`config.mk`:
```
export PLATFORM = sky130hd
export DESIGN_NAME = wb_unit_flat
export DESIGN_NICKNAME = d
export VERILOG_FILES = /design/src/rtl/wb_if.sv /design/src/rtl/wb_unit.sv /design/src/flat_wrapper.sv
export SDC_FILE = /design/constraint.sdc
export NUM_CORES = 1
export LEC_CHECK = 0
export BUFFER_PORTS_ARGS = -buffer_cell sky130_fd_sc_hd__buf_2
export CAP_MARGIN = 20
export CORE_ASPECT_RATIO = 1.2
export CORE_MARGIN = 2
export CORE_UTILIZATION = 50
export CTS_BUF_LIST = sky130_fd_sc_hd__clkbuf_8
export CTS_CLUSTER_SIZE = 12
export DETAILED_ROUTE_END_ITERATION = 10
export GPL_TIMING_DRIVEN = 0
export PLACE_DENSITY = 0.86
export SLEW_MARGIN = 20
export SYNTH_ARGS = -nofsm -noshare
export SYNTH_HDL_FRONTEND = slang
export SYNTH_SLANG_ARGS = --single-unit
```
`constraint.sdc`:
```
create_clock -name clk -period 4.9 [get_ports clk]
set_input_delay 0.49 -clock clk [delete_from_list [all_inputs] [get_ports clk]]
set_output_delay 0.49 -clock clk [all_outputs]
set_load 0.01 [all_outputs]
```
`src/rtl/wb_if.sv`:
```
// Execute/data-memory to writeback bundle, including the register file write port.
interface wb_if #(
    parameter int ADDR_WIDTH = 5,
    parameter int DATA_WIDTH = 32
);
    logic                  in_valid;
    logic                  in_ready;
    logic [ADDR_WIDTH-1:0] in_rd;
    logic [DATA_WIDTH-1:0] in_result;
    logic                  in_is_load;
    logic [2:0]            in_funct3;
    logic                  mem_rvalid;
    logic [DATA_WIDTH-1:0] mem_rdata;
    logic                  wen;
    logic [ADDR_WIDTH-1:0] waddr;
    logic [DATA_WIDTH-1:0] wdata;
    logic                  wb_done;

    modport master (
        output in_valid, in_rd, in_result, in_is_load, in_funct3, mem_rvalid, mem_rdata,
        input  in_ready, wen, waddr, wdata, wb_done
    );

    modport slave (
        input  in_valid, in_rd, in_result, in_is_load, in_funct3, mem_rvalid, mem_rdata,
        output in_ready, wen, waddr, wdata, wb_done
    );
endinterface

```
`src/rtl/wb_unit.sv`:
```
// Writeback stage: registered single-cycle register file write for ALU results and formatted loads.
// Optional retire counter enabled with `define WB_RETIRE_CNT_EN.
module wb_unit #(
    parameter int ADDR_WIDTH = 5,
    parameter int DATA_WIDTH = 32
) (
    input  logic        clk,
    input  logic        rst,
`ifdef WB_RETIRE_CNT_EN
    output logic [63:0] retire_cnt,
`endif
    wb_if.slave         bus
);
    typedef enum logic [1:0] {IDLE, WAIT_MEM, WRITE} state_t;

    state_t                state_q, state_d;
    logic [ADDR_WIDTH-1:0] rd_q, rd_d;
    logic [2:0]            funct3_q, funct3_d;
    logic [1:0]            off_q, off_d;
    logic                  wen_q, wen_d;
    logic [ADDR_WIDTH-1:0] waddr_q, waddr_d;
    logic [DATA_WIDTH-1:0] wdata_q, wdata_d;
    logic [7:0]            byte_sel;
    logic [15:0]           half_sel;
    logic [DATA_WIDTH-1:0] load_data;
    logic                  accept;

    assign bus.in_ready = (state_q != WAIT_MEM);
    assign bus.wen      = wen_q;
    assign bus.waddr    = waddr_q;
    assign bus.wdata    = wdata_q;
    assign bus.wb_done  = (state_q == WRITE);
    assign accept       = bus.in_valid && bus.in_ready;

    always_comb begin
        byte_sel = bus.mem_rdata[7:0];
        case (off_q)
            2'd1:    byte_sel = bus.mem_rdata[15:8];
            2'd2:    byte_sel = bus.mem_rdata[23:16];
            2'd3:    byte_sel = bus.mem_rdata[31:24];
            default: byte_sel = bus.mem_rdata[7:0];
        endcase
        half_sel = off_q[1] ? bus.mem_rdata[31:16] : bus.mem_rdata[15:0];
        case (funct3_q)
            3'b000:  load_data = {{(DATA_WIDTH-8){byte_sel[7]}}, byte_sel};
            3'b001:  load_data = {{(DATA_WIDTH-16){half_sel[15]}}, half_sel};
            3'b100:  load_data = {{(DATA_WIDTH-8){1'b0}}, byte_sel};
            3'b101:  load_data = {{(DATA_WIDTH-16){1'b0}}, half_sel};
            default: load_data = bus.mem_rdata;  // lw and undefined encodings
        endcase
    end

    always_comb begin
        state_d  = state_q;
        rd_d     = rd_q;
        funct3_d = funct3_q;
        off_d    = off_q;
        wen_d    = 1'b0;
        waddr_d  = waddr_q;
        wdata_d  = wdata_q;
        case (state_q)
            WAIT_MEM: begin
                if (bus.mem_rvalid) begin
                    state_d = WRITE;
                    wen_d   = (rd_q != '0);
                    waddr_d = rd_q;
                    wdata_d = load_data;
                end
            end
            default: begin
                if (accept && bus.in_is_load) begin
                    state_d  = WAIT_MEM;
                    rd_d     = bus.in_rd;
                    funct3_d = bus.in_funct3;
                    off_d    = bus.in_result[1:0];
                end else if (accept) begin
                    state_d = WRITE;
                    wen_d   = (bus.in_rd != '0);
                    waddr_d = bus.in_rd;
                    wdata_d = bus.in_result;
                end else begin
                    state_d = IDLE;
                end
            end
        endcase
    end

    always_ff @(posedge clk or posedge rst) begin
        if (rst) begin
            state_q  <= IDLE;
            rd_q     <= '0;
            funct3_q <= '0;
            off_q    <= '0;
            wen_q    <= 1'b0;
            waddr_q  <= '0;
            wdata_q  <= '0;
        end else begin
            state_q  <= state_d;
            rd_q     <= rd_d;
            funct3_q <= funct3_d;
            off_q    <= off_d;
            wen_q    <= wen_d;
            waddr_q  <= waddr_d;
            wdata_q  <= wdata_d;
        end
    end

`ifdef WB_RETIRE_CNT_EN
    logic [63:0] retire_cnt_q, retire_cnt_d;

    always_comb begin
        retire_cnt_d = retire_cnt_q;
        if (state_q == WRITE) retire_cnt_d = retire_cnt_q + 64'd1;
    end

    always_ff @(posedge clk or posedge rst) begin
        if (rst) retire_cnt_q <= '0;
        else     retire_cnt_q <= retire_cnt_d;
    end

    assign retire_cnt = retire_cnt_q;
`endif
endmodule

```
`src/flat_wrapper.sv`:
```
// flat-port wrapper written by rule: the top's interface ports become plain ports
module wb_unit_flat 
#(
    parameter int ADDR_WIDTH = 5,
    parameter int DATA_WIDTH = 32
)
  (clk, rst, bus_in_valid, bus_in_rd, bus_in_result, bus_in_is_load, bus_in_funct3, bus_mem_rvalid, bus_mem_rdata, bus_in_ready, bus_wen, bus_waddr, bus_wdata, bus_wb_done);
  wb_if #(.ADDR_WIDTH(ADDR_WIDTH), .DATA_WIDTH(DATA_WIDTH)) bus_i ();
  input  logic clk;
  input  logic rst;
  input wire logic [$bits(bus_i.in_valid)-1:0] bus_in_valid;
  input wire logic [$bits(bus_i.in_rd)-1:0] bus_in_rd;
  input wire logic [$bits(bus_i.in_result)-1:0] bus_in_result;
  input wire logic [$bits(bus_i.in_is_load)-1:0] bus_in_is_load;
  input wire logic [$bits(bus_i.in_funct3)-1:0] bus_in_funct3;
  input wire logic [$bits(bus_i.mem_rvalid)-1:0] bus_mem_rvalid;
  input wire logic [$bits(bus_i.mem_rdata)-1:0] bus_mem_rdata;
  output wire logic [$bits(bus_i.in_ready)-1:0] bus_in_ready;
  output wire logic [$bits(bus_i.wen)-1:0] bus_wen;
  output wire logic [$bits(bus_i.waddr)-1:0] bus_waddr;
  output wire logic [$bits(bus_i.wdata)-1:0] bus_wdata;
  output wire logic [$bits(bus_i.wb_done)-1:0] bus_wb_done;
  assign bus_i.in_valid = bus_in_valid;
  assign bus_i.in_rd = bus_in_rd;
  assign bus_i.in_result = bus_in_result;
  assign bus_i.in_is_load = bus_in_is_load;
  assign bus_i.in_funct3 = bus_in_funct3;
  assign bus_i.mem_rvalid = bus_mem_rvalid;
  assign bus_i.mem_rdata = bus_mem_rdata;
  assign bus_in_ready = bus_i.in_ready;
  assign bus_wen = bus_i.wen;
  assign bus_waddr = bus_i.waddr;
  assign bus_wdata = bus_i.wdata;
  assign bus_wb_done = bus_i.wb_done;
  wb_unit #(.ADDR_WIDTH(ADDR_WIDTH), .DATA_WIDTH(DATA_WIDTH)) u_core (.clk(clk), .rst(rst), .bus(bus_i));
endmodule
```
# [Yosys cells after proc, flatten, opt, wreduce, memory -nomap -nowiden]
# Index checks and enable logic that the tools add are counted.
[totals] inputBits=77 out_inout_bits=40 elab_cells=46 ff_bits=50
[classes] muxes=19 n_eq_ne=11 bitwise_logic=1 reduce_logical=8
[ops] operator="32-bit two-way mux" count=4
[ops] operator="32-bit one-hot mux with 4 select lines" count=1
[ops] operator="8-bit one-hot mux with 3 select lines" count=1
[ops] operator="5-bit two-way mux" count=4
[ops] operator="16-bit two-way mux" count=1
[ops] operator="5-bit nonzero test" count=2
[ops] operator="2-bit two-way mux" count=4
[ops] operator="2-bit == test, second input constant" count=3
[ops] operator="3-bit == test, second input constant" count=2
[ops] operator="2-bit by 1-bit == test with 1-bit output, second input constant" count=2
[ops] operator="1-bit two-way mux" count=4
[ops] operator="2-bit != test, second input constant" count=2
[ops] operator="3-bit by 1-bit == test with 1-bit output, second input constant" count=1
[ops] operator="3-bit logical NOT" count=1
[ops] operator="3-bit AND reduction" count=1
[ops] operator="1-bit logical AND" count=2
[ops] operator="2-bit by 1-bit != test with 1-bit output, second input constant" count=1
[ops] operator="2-bit AND reduction" count=1
[ops] operator="2-bit nonzero test" count=1
[ops] operator="1-bit NOT" count=1

# [Longest topological paths before layout]
[logic_depth] depth_word=5 depth_mapped=8

# [Least setup slack after synthesis]
# Ideal clock, no wire load.
[synth_timing] kind="flip-flop to flip-flop" from="register u_core.state_q[0]" to="register u_core.funct3_q[0]" period_less_slack_ns=1.581 path_buffers=3 path_stages_with_launch=8 required_time_ns=4.775 t_arrival_ns=1.456 path_slack_ns=3.319 cell_sequence="dfrtp_1 > nor2b_2 > buf_4 > inv_2 > and3_1 > buf_6 > buf_6 > mux2_2"
[synth_between] elab_chain_cells=4 word_cells_on_any_way=6
[synth_rtl] item="from (decl)" line_no="wb_unit.sv:16" source="state_t state_q, state_d;"
[synth_rtl] item="from (signal assigned)" line_no="wb_unit.sv:98" source="state_q <= state_d;"
[synth_rtl] item="2-bit by 1-bit != test with 1-bit output" line_no="wb_unit.sv:28" source="assign bus.in_ready = (state_q != WAIT_MEM);"
[synth_rtl] item="1-bit logical AND" line_no="wb_unit.sv:33" source="assign accept = bus.in_valid && bus.in_ready;"
[synth_rtl] item="1-bit logical AND" line_no="wb_unit.sv:71" source="if (accept && bus.in_is_load) begin"
[synth_rtl] item="2-bit AND reduction (no line) (*)"
[synth_rtl] item="to (signal assigned)" line_no="wb_unit.sv:100" source="funct3_q <= funct3_d;"
[synth_rtl] item="to (decl)" line_no="wb_unit.sv:18" source="logic [2:0] funct3_q, funct3_d;"
# Every way passes the cells marked *; elsewhere a longest branch is shown, timed or not.
# A chain may end at the register's enable or synchronous reset.

# [Final worst setup path]
[layout_timing] from="register u_core.state_q[0]" to="output port bus_in_ready"
[layout_between] elab_chain_cells=1
[layout_rtl] item="2-bit by 1-bit != test with 1-bit output" line_no="wb_unit.sv:28"
[layout_rtl] item="to (decl)" line_no="flat_wrapper.sv:18" source="output wire logic [$bits(bus_i.in_ready)-1:0] bus_in_ready;"
# No other way between the ends.

==> results.md <==
Die:
- The overall die width is 71.1 um.
- The die is 84.6 um tall.
- The site row count is 29.
- The effective utilization at floorplan is 51.4%.
- The floorplan step defined a die boundary enclosing 6020 um^2.
- The core region is 5260 um^2.
- The number of top-level pins is 117.

Setup path:
- The nature of the critical path startpoint is a flip-flop.
- For the worst setup path, the data arrival time is 1.86 ns.
- Together, buffers and inverters on the worst path number 4.
- Walking the worst path, the cells encountered are nor2b_2 -> buf_4 -> inv_2 -> clkbuf_1 -> buf_2.
- The endpoint required time on the critical path is 4.41 ns.
- Of all nets on the critical path, the largest fanout is 10.
- The maximum single-stage delay on the critical path is 0.44 ns.
- The worst setup path is captured at a primary output.
- In this design, the largest share of critical-path delay is due to buffers and inverters.
- The critical path class is reg2out.
- The master of the slowest instance on the critical path is clkbuf_1.

Run:
- Max-cap violations in this run came to 0.

CTS:
- The clock transition time at the flip-flop clock pins of the worst setup and hold paths is 0.09 ns.
- The root buffer cell chosen for the clock tree is clkbuf_8.
- The total of hold buffers inserted after clock tree synthesis is 0.
- The count of buffers added by post-CTS timing repair for setup is 0.
- CTS built an H-tree with a depth of 2.
- Clock latency on the worst-skew pair, taken at its later pin, is 0.31 ns.
- The clock sink count is 50.
- The total of cells resized after clock tree synthesis is 0.
- TritonCTS built the clock tree.
- In this run the deepest clock path goes through 2 buffers.
- The TritonCTS buffer count is 5.

Final layout:
- Leaving out fill and tap cells, the most frequent cell in the layout is buf_2.
- For this run, the post-layout net count is 504.
- In the layout the commonest cells are buf_2, dfrtp_1, nand2_1.
- Relative to the synthesized area, the layout overhead comes to 28.4%.
- The core utilization of the finished layout is 66.0%.
- The number of filler instances in the final layout is 447.
- The antenna diode count is 0.
- Leaving out filler cells and counting taps, the final layout contains 490.
- The ratio of cells with drive above 1 in the final layout is 36.0%.

STA:
- The total count of hold-check failures in the final report is 0.
- The worst path setup slack after routing is 2.55 ns.
- The worst clock skew is 0.00667 ns.
- The pin slew with the least headroom to its limit is 0.624 ns.
- The final sum of negative setup slack is 0 ns.
- The worst slew margin relative to its limit is 57.3%.
- Setup violations remaining at the end of the flow were counted as 0.
- The upper clock frequency limit is 425 MHz.
- The period utilization is 48.0%.
- The count of final max-slew check failures is 0.
- Setup repair after global routing left no endpoint under its margin.
- The final period demand of the worst path is 2.35 ns.

Power:
- The switching power total is 0.497 mW.
- The fraction of power consumed by sequential logic is 43.5%.
- The largest vdd supply drop is 0.187 mV.
- Net switching is 37.3% of the power.
- Internal power comes to 0.834 mW.
- The power density relative to cell area is 383 nW/um^2.
- Per report_power, the clock group accounts for 18.5% of the total.
- For this design the static power due to leakage is 1.62 nW.
- The relative contribution of combinational cells to total power is 37.9%.

Synthesis:
- In this run the cell area of the synthesized design comes to 2710 um^2.
- After Yosys synthesis, full adders, half adders and majority gates account for 0% of the synthesized area.
- The share of the Yosys chip area taken by registers is 46.3%.
- The synthesized net count is 380.
- In the synthesized netlist, mux cells make up 8.74% of the area.
- The simple-gate area share of the yosys netlist is 20.6%.
- The xor/xnor cell area share of the yosys netlist is 0%.
- By area, the combinational part of the netlist is dominated by simple AND/OR/NAND/NOR gates.
- The synthesized netlist cell count is 303.
- The compound-gate portion of the synthesized area is 19.0%.
- After synthesis, the share of flip-flops with an asynchronous set or reset is 100%.
- The number of distinct library cells after synthesis is 37.
- The average instance in the mapped netlist occupies 8.93 um^2.
- Yosys printed 0 warnings.
- In this run, synthesis inferred 0 flip-flops with an integrated enable.
- The register bit total from synthesis is 50.
- The top flip-flop cell by instance count after synthesis is dfrtp_1.

Hold path:
- The classification of the worst-slack hold path is in2async.

Detailed routing:
- Detailed routing inserted a total of 2802 vias.
- For this run, the detailed router's first-pass iteration total came to 4.
- Dividing the detail-routed wire length by the instance count gives 16.5 um.
- For this run, design rule violations remaining after detail routing come to 0.
- The count of nets left with antenna violations after detail routing is 0.
- In the routed layout, each cell is associated on average with a via count of 5.72.
- After the first detailed-routing iteration, the DRC count stood at 225.
- Summed over all layers, the routed wires come to 8.08 mm.

GRT:
- The number of global-route vias before repair is 2716.
- The initial antenna violation count came to 0.
- The wire length of the first global-routing pass is 13.0 mm.
- Entering global routing, the biggest net connects 30 pins.
- Global routing finished with a remaining overflow of 0.
- Global routing used 27.4% of the available tracks across all layers.

Placed design:
- The final RePlAce weighted congestion is 0.934.
- The number of placed instances, taps included, is 482.
- Prior to clock tree synthesis, the placed netlist has a worst setup slack of 2.90 ns.
- After legalization and detailed placement, the total HPWL measured 6.36 mm.
- The count of input and output buffers is 116.

Run status:
- The flow ran to the end, and the final reports show no timing, DRC or antenna violations.
[kinds of logic after synthesis]
family | count (synthesis)
mux | 21
simple gates | 121
buf+inv | 30
flops | 50
compound gates | 81
[state kept, by name, summed over array words and instances, names as in the netlist]
signal            flops
u_core.bus.waddr      5
u_core.bus.wdata     32
u_core.bus.wen        1
u_core.funct3_q       3
u_core.off_q          2
u_core.rd_q           5
u_core.state_q        2
[stage by stage]
step	area, um^2	hold slack (ns)	power (mW)
after global placement	3360	0.472	1.07
after CTS	3470	0.203	1.33
after detailed placement	3380	0.466	1.09
after global routing	3470	0.225	1.41
final	3470	0.195	1.33
after floorplan	2710	0.494	0.885
[cells in the mapped netlist (5+ instances only)]
master    instances  area, um^2
dfrtp_1          50        1250
buf_2             7        35.0
nand3_1           9        45.0
nor2b_1           7        43.8
nor3_1           17        85.1
mux2i_1           9        90.1
a21oi_1          20         100
a31oi_1           5        31.3
nand2_1          40         150
nor2_1           31         116
mux2_2           11         124
o22ai_1           7        43.8
a211oi_1         16         120
clkbuf_1         12        45.0
o21ai_0          20         100
[power by group through the flow]
stage                     sequential, mW  combinational, mW  clock [mW]
after floorplan                    0.625              0.261           0
after global placement             0.583              0.491           0
after detailed placement           0.587              0.503           0
after CTS                          0.579              0.505       0.250
after global routing               0.592              0.555       0.266
final                              0.579              0.505       0.247
[path summary, 6_finish.rpt]
check / startpoint / end / slack, ns / cells after the start
setup / recovery: u_core.state_q[0] / bus_in_ready / 2.55 / 5
hold / removal: rst / u_core.bus.wdata[13] / 0.20 / 2
setup reg to reg: u_core.off_q[1] / u_core.bus.wdata[2] / 3.01 / 6
hold reg to reg: u_core.bus.wdata[2] / u_core.bus.wdata[2] / 0.49 / 2
max in group asynchronous: rst / u_core.bus.wdata[7] / 4.18 / 3
min in group clk: bus_in_funct3[1] / u_core.funct3_q[1] / 0.40 / 3
[worst register-to-register path: cells and delay by family, from the launching register on]
| family | cells | cell delay, ns |
|---|---|---|
| AO/OA/AOI/OAI | 2 | 0.69 |
| buffers and inverters | 2 | 0.38 |
| flip-flops | 1 | 0.36 |
| multiplexers | 1 | 0.26 |
| AND/OR/NAND/NOR | 1 | 0.06 |
[metal layers]
| metal | vias up | global-route usage (%) | share of wire, % |
|---|---|---|---|
| met5 | - | 0 | 0 |
| li1 | 1333 | - | - |
| met4 | 0 | 11.3 | 3.8 |
| met2 | 150 | 46.3 | 49 |
| met1 | 1294 | 33.4 | 39 |
| met3 | 25 | 6.24 | 8.2 |
[area by class of cell]
| class | instances | area [um^2] | share of cell area (%) |
|---|---|---|---|
| Multi-Input combinational cell | 223 | 1310 | 37.6 |
| Sequential cell | 50 | 1250 | 36.0 |
| Timing Repair Buffer | 117 | 601 | 17.3 |
| Buffer | 24 | 125 | 3.60 |
| Tap cell | 62 | 77.6 | 2.23 |
| Clock buffer | 5 | 68.8 | 1.98 |
| Inverter | 6 | 22.5 | 0.648 |
| Clock inverter | 3 | 21.3 | 0.612 |
Note: power is estimated with default switching activity, not from simulation.
